==> src/rtl/score_pkg.sv <==
// Shared constants and types for the BCD score counter and its seven-segment decoder.
package score_pkg;

    localparam int SEG_W = 7;
    localparam int BCD_W = 4;

    // Active-low segment patterns, bit order {g,f,e,d,c,b,a}
    localparam logic [SEG_W-1:0] SEG_0     = 7'b1000000;
    localparam logic [SEG_W-1:0] SEG_1     = 7'b1111001;
    localparam logic [SEG_W-1:0] SEG_2     = 7'b0100100;
    localparam logic [SEG_W-1:0] SEG_3     = 7'b0110000;
    localparam logic [SEG_W-1:0] SEG_4     = 7'b0011001;
    localparam logic [SEG_W-1:0] SEG_5     = 7'b0010010;
    localparam logic [SEG_W-1:0] SEG_6     = 7'b0000010;
    localparam logic [SEG_W-1:0] SEG_7     = 7'b1111000;
    localparam logic [SEG_W-1:0] SEG_8     = 7'b0000000;
    localparam logic [SEG_W-1:0] SEG_9     = 7'b0011000;
    localparam logic [SEG_W-1:0] SEG_BLANK = 7'b1111111;

    typedef logic [BCD_W-1:0] bcd_digit_t;

endpackage

==> src/rtl/seg7_decode.sv <==
// Combinational BCD digit to active-low seven-segment decoder.
module seg7_decode
    import score_pkg::*;
(
    input  bcd_digit_t       bcd,
    output logic [SEG_W-1:0] seg
);

    always_comb begin
        seg = SEG_BLANK;
        case (bcd)
            4'd0: seg = SEG_0;
            4'd1: seg = SEG_1;
            4'd2: seg = SEG_2;
            4'd3: seg = SEG_3;
            4'd4: seg = SEG_4;
            4'd5: seg = SEG_5;
            4'd6: seg = SEG_6;
            4'd7: seg = SEG_7;
            4'd8: seg = SEG_8;
            4'd9: seg = SEG_9;
            default: seg = SEG_BLANK;
        endcase
    end

endmodule

==> src/rtl/score_bcd_counter.sv <==
// Saturating multi-digit BCD hit counter with per-digit seven-segment outputs.
// Optional miss penalty (decrement with floor at zero) enabled by SCORE_PENALTY_EN.
module score_bcd_counter
    import score_pkg::*;
#(
    parameter int N_CH     = 2,
    parameter int N_DIGITS = 2
) (
    input  logic                      clk,
    input  logic                      reset,
    input  logic                      clr,
    input  logic [N_CH-1:0]           pb,
    input  logic [N_CH-1:0]           mole,
    output logic [BCD_W*N_DIGITS-1:0] score_bcd,
    output logic [SEG_W*N_DIGITS-1:0] seg,
    output logic                      hit_pulse,
`ifdef SCORE_PENALTY_EN
    output logic                      miss_pulse,
`endif
    output logic                      sat
);

    localparam int SCORE_W = BCD_W * N_DIGITS;

    logic [N_CH-1:0]    pb_q;
    logic [N_CH-1:0]    press;
    logic               hit;
    logic               at_max;
    logic [SCORE_W-1:0] score_next;
    logic               hit_next;

    // True when every digit of v equals d.
    function automatic logic all_digits(input logic [SCORE_W-1:0] v, input bcd_digit_t d);
        logic r;
        r = 1'b1;
        for (int i = 0; i < N_DIGITS; i++) begin
            if (v[i*BCD_W +: BCD_W] != d) r = 1'b0;
        end
        return r;
    endfunction

    // BCD +1 with ripple carry; caller guarantees v is not all nines.
    function automatic logic [SCORE_W-1:0] bcd_inc(input logic [SCORE_W-1:0] v);
        logic [SCORE_W-1:0] r;
        logic               carry;
        bcd_digit_t         d;
        r     = v;
        carry = 1'b1;
        for (int i = 0; i < N_DIGITS; i++) begin
            d = v[i*BCD_W +: BCD_W];
            if (carry) begin
                if (d == 4'd9) begin
                    r[i*BCD_W +: BCD_W] = 4'd0;
                end else begin
                    r[i*BCD_W +: BCD_W] = d + 4'd1;
                    carry = 1'b0;
                end
            end
        end
        return r;
    endfunction

`ifdef SCORE_PENALTY_EN
    logic miss;
    logic miss_next;
    logic at_zero;

    // BCD -1 with ripple borrow; caller guarantees v is not zero.
    function automatic logic [SCORE_W-1:0] bcd_dec(input logic [SCORE_W-1:0] v);
        logic [SCORE_W-1:0] r;
        logic               borrow;
        bcd_digit_t         d;
        r      = v;
        borrow = 1'b1;
        for (int i = 0; i < N_DIGITS; i++) begin
            d = v[i*BCD_W +: BCD_W];
            if (borrow) begin
                if (d == 4'd0) begin
                    r[i*BCD_W +: BCD_W] = 4'd9;
                end else begin
                    r[i*BCD_W +: BCD_W] = d - 4'd1;
                    borrow = 1'b0;
                end
            end
        end
        return r;
    endfunction

    assign miss    = |(press & ~mole);
    assign at_zero = all_digits(score_bcd, 4'd0);
`endif

    assign press  = pb & ~pb_q;
    assign hit    = |(press & mole);
    assign at_max = all_digits(score_bcd, 4'd9);

    always_comb begin
        score_next = score_bcd;
        hit_next   = 1'b0;
`ifdef SCORE_PENALTY_EN
        miss_next  = 1'b0;
`endif
        if (clr) begin
            score_next = '0;
        end else if (hit) begin
            hit_next = 1'b1;
            if (!at_max) score_next = bcd_inc(score_bcd);
`ifdef SCORE_PENALTY_EN
        end else if (miss) begin
            // A miss at the floor still pulses, it just cannot go lower.
            miss_next = 1'b1;
            if (!at_zero) score_next = bcd_dec(score_bcd);
`endif
        end
    end

    always_ff @(posedge clk or posedge reset) begin
        if (reset) begin
            pb_q       <= '0;
            score_bcd  <= '0;
            hit_pulse  <= 1'b0;
            sat        <= 1'b0;
`ifdef SCORE_PENALTY_EN
            miss_pulse <= 1'b0;
`endif
        end else begin
            pb_q       <= pb;
            score_bcd  <= score_next;
            hit_pulse  <= hit_next;
            sat        <= all_digits(score_next, 4'd9);
`ifdef SCORE_PENALTY_EN
            miss_pulse <= miss_next;
`endif
        end
    end

    for (genvar g = 0; g < N_DIGITS; g++) begin : g_digit
        seg7_decode u_dec (
            .bcd (score_bcd[g*BCD_W +: BCD_W]),
            .seg (seg[g*SEG_W +: SEG_W])
        );
    end

endmodule

==> config.mk <==
export PLATFORM = sky130hd
export DESIGN_NAME = score_bcd_counter
export DESIGN_NICKNAME = d
export VERILOG_FILES = /design/src/rtl/score_pkg.sv /design/src/rtl/seg7_decode.sv /design/src/rtl/score_bcd_counter.sv
export SDC_FILE = /design/constraint.sdc
export NUM_CORES = 1
export LEC_CHECK = 0
export BUFFER_PORTS_ARGS = -buffer_cell sky130_fd_sc_hd__buf_2
export CORE_MARGIN = 1
export CORE_UTILIZATION = 50
export DETAILED_ROUTE_END_ITERATION = 10
export PLACE_DENSITY = 0.88
export SETUP_SLACK_MARGIN = 0.3
export SYNTH_ARGS = -nofsm -noshare
export SYNTH_HDL_FRONTEND = slang
export SYNTH_HIERARCHICAL = 1
export SYNTH_SLANG_ARGS = --single-unit
export TNS_END_PERCENT = 20
==> constraint.sdc <==
create_clock -name clk -period 2.42 [get_ports clk]
set_input_delay 0 -clock clk [delete_from_list [all_inputs] [get_ports clk]]
set_output_delay 0 -clock clk [all_outputs]
set_load 0.02 [all_outputs]
==> metrics <==
status=finished clean; Ports=31; Mapped Avg Cell Area=9.17 µm²; Final setup viols=0; critical path depth=7; Leakage=0.000666 µW; worst setup path start=score_bcd[5]$_DFF_PP0_; Worst-Margin Slew=about 0.56 ns; placed inst area=1370 µm²; Clock Skew=roughly 0.0037 ns; Syn Inst Count=131; Critical Path Slowest Stage Cell=dfrtp_2; setup tns final=0 ns; post-synth top area share=0.250; crit-path leading delay family=simple AND/OR/NAND/NOR gates; DR pass1 iterations=4; cell chain of the critical path=inv_1, ha_1, and3b_2, or2b_1, a31oi_1, nand3_2, nor4b_2; CTS root buf=clkbuf_4; Routed WL per cell=14.0 µm; Final nets=186; Post-synth top cells=nor2_1, dfrtp_1, ha_1; pin count of the biggest net entering global routing=20; Final Wtd Congestion=0.884; Clock Latency Late Sink=0.28 ns; Final Max Tran Viols=0; synthesized flop and latch total=12; number of synthesized flops with an enable pin=0; peak fanout along the critical path=11; Crit. End Element=register; ys flop type=dfrtp_1; minimum hold slack=around 0.044 ns; combined buffer and inverter count along the critical path=1; Area contributors post-synth=dfrtp_1, ha_1, o21ai_2; CTS tree=yes; site row count=17; initial antenna violation count=0; Syn Std Cell Area=1200 µm²; Longest Clk Path Bufs=2; Placed Cells incl. Taps=187; clock slew at reported path FFs=~0.08 ns; Ys Warns=6; DP Wirelength=1930 µm; pwr/cell area=296 nW/µm²; Total GRT Usage=0.223; dominant cell type by area after synthesis=dfrtp_1; Reg2Reg Launch Point=score_bcd[5]$_DFF_PP0_; fin util=0.638; maximum vdd drop=0.000307 V; CTS Buf Count=3; Area Overhead vs Synth=18.5%; Distinct cells, synth=38; drt initial violations=18; crit path launch type=register; vias in the first global route=995; WS Path Type=reg -> reg; setup bufs post-CTS=0; Total Wirelength=about 2700 µm; required time of the critical path=2.60 ns; r2r setup slk=0.43 ns; clock sink count=12; top-count cell post-synth=nor2_1; Final min period=approximately 2.0 ns; Initial Util=0.538; die height=51.0 µm; FFs w/ async S/R, synth=1.00; sequential area share after synthesis=0.250; number of max-cap violations=0; Vias=approximately 1.1k; full die area=2600 µm²; WP data arrival=2.17 ns; Fin. Hold Viols=0; design area=roughly 1400 µm²; H-tree Lvls=1; fin crit share=0.823; layout cells sized above 1=0.412; average vias per placed instance=5.57; fmax=502 MHz; global-route wire length before repair=4370 µm; FF-to-FF path depth=7; unrepaired setup endpoints after global routing=no; Ant. Diodes=0; Residual DRC=0; CP endpoint=sat$_DFF_PP0_; IO Port Bufs=30; Max-slew headroom=0.625; ANT nets after route=0; Syn Nets=150; Max stage delay on crit path=0.49 ns; RR Endpoint=sat$_DFF_PP0_; core area=~2200 µm²; die width=51.0 µm; final non-filler cell total=193; GRT Residual Overflow=0; HP Class=in -> reg
sequential cells by signal, summed over array words and instances (netlist names):
| register | cells |
|---|---|
| pb_q | 2 |
| sat | 1 |
| score_bcd | 8 |
| hit_pulse | 1 |
layout by cell type, fill, tap and decap left out, types with 2 or more instances in the layout:
cell,instances
buf_2,30
nor2_1,17
ha_1,12
inv_1,11
o21ai_1,10
o21ai_2,10
dfrtp_1,10
a21oi_1,9
nand2_1,4
nand2b_1,4
nand2b_2,4
nor3b_2,3
clkbuf_4,3
dlygate4sd3_1,3
buf_4,3
mux2_4,2
xnor2_1,2
and4b_1,2
mux2i_1,2
nand2_2,2
o21ai_0,2
dfrtp_2,2
worst min path at each step:
stage	from	to	slack (ns)	depth (start not counted)
detailed placement	reset	hit_pulse$_DFF_PP0_	0.03	2
global route	clr	score_bcd[5]$_DFF_PP0_	0.05	2
finish	clr	hit_pulse$_DFF_PP0_	0.04	2
CTS	clr	hit_pulse$_DFF_PP0_	0.04	2
floorplan	reset	hit_pulse$_DFF_PP0_	-0.14	1
global placement	reset	score_bcd[6]$_DFF_PP0_	0.02	2
report_power, final:
part | internal (µW) | total, µW | switching, µW
combinational | 33.1 | 82.7 | 49.6
clock | 57.7 | 126 | 68.0
sequential | 205 | 213 | 8.25
layout make-up:
class | count | area (µm²)
multi-input combinational | 103 | 820
fill | 196 | 810
sequential | 12 | 303
timing repair buffer | 36 | 203
inverter | 11 | 41.3
tap | 28 | 35.0
clock buffer | 3 | 22.5
metrics by stage:
step	worst slack, ns	total power, µW
2_1_floorplan	0.574	271
3_3_place_gp	0.550	293
3_5_place_dp	0.403	296
4_1_cts	0.419	421
5_1_grt	0.318	442
6_report	0.429	421
repair_timing:
action / CTS / global route
resized for setup: 0 / 2
endpoints found under the setup margin: 0 / 1
hold buffers: 3 / 0
endpoints found under the hold margin: 14 / 0
layer usage:
layer | global-route usage | part of all wire | vias up
met5 | 0 | 0 | -
met2 | 0.382 | 0.51 | 49
met3 | 0.0357 | 0.055 | 5
met1 | 0.282 | 0.43 | 499
li1 | - | - | 522
met4 | 0.0787 | 0.010 | 0
kinds of logic (layout without fill, tap and decap cells):
logic type / count (synthesis) / after routing / share of synthesized area
AND/OR/NAND/NOR: 45 / 45 / 0.268
AO/OA/AOI/OAI: 40 / 40 / 0.233
buffers and inverters: 16 / 50 / 0.0677
adder cells (fa/ha/maj): 12 / 12 / 0.125
flip-flops: 12 / 12 / 0.250
multiplexers: 4 / 4 / 0.0417
XOR/XNOR: 2 / 2 / 0.0146
Power figures use the tool's default switching activity.
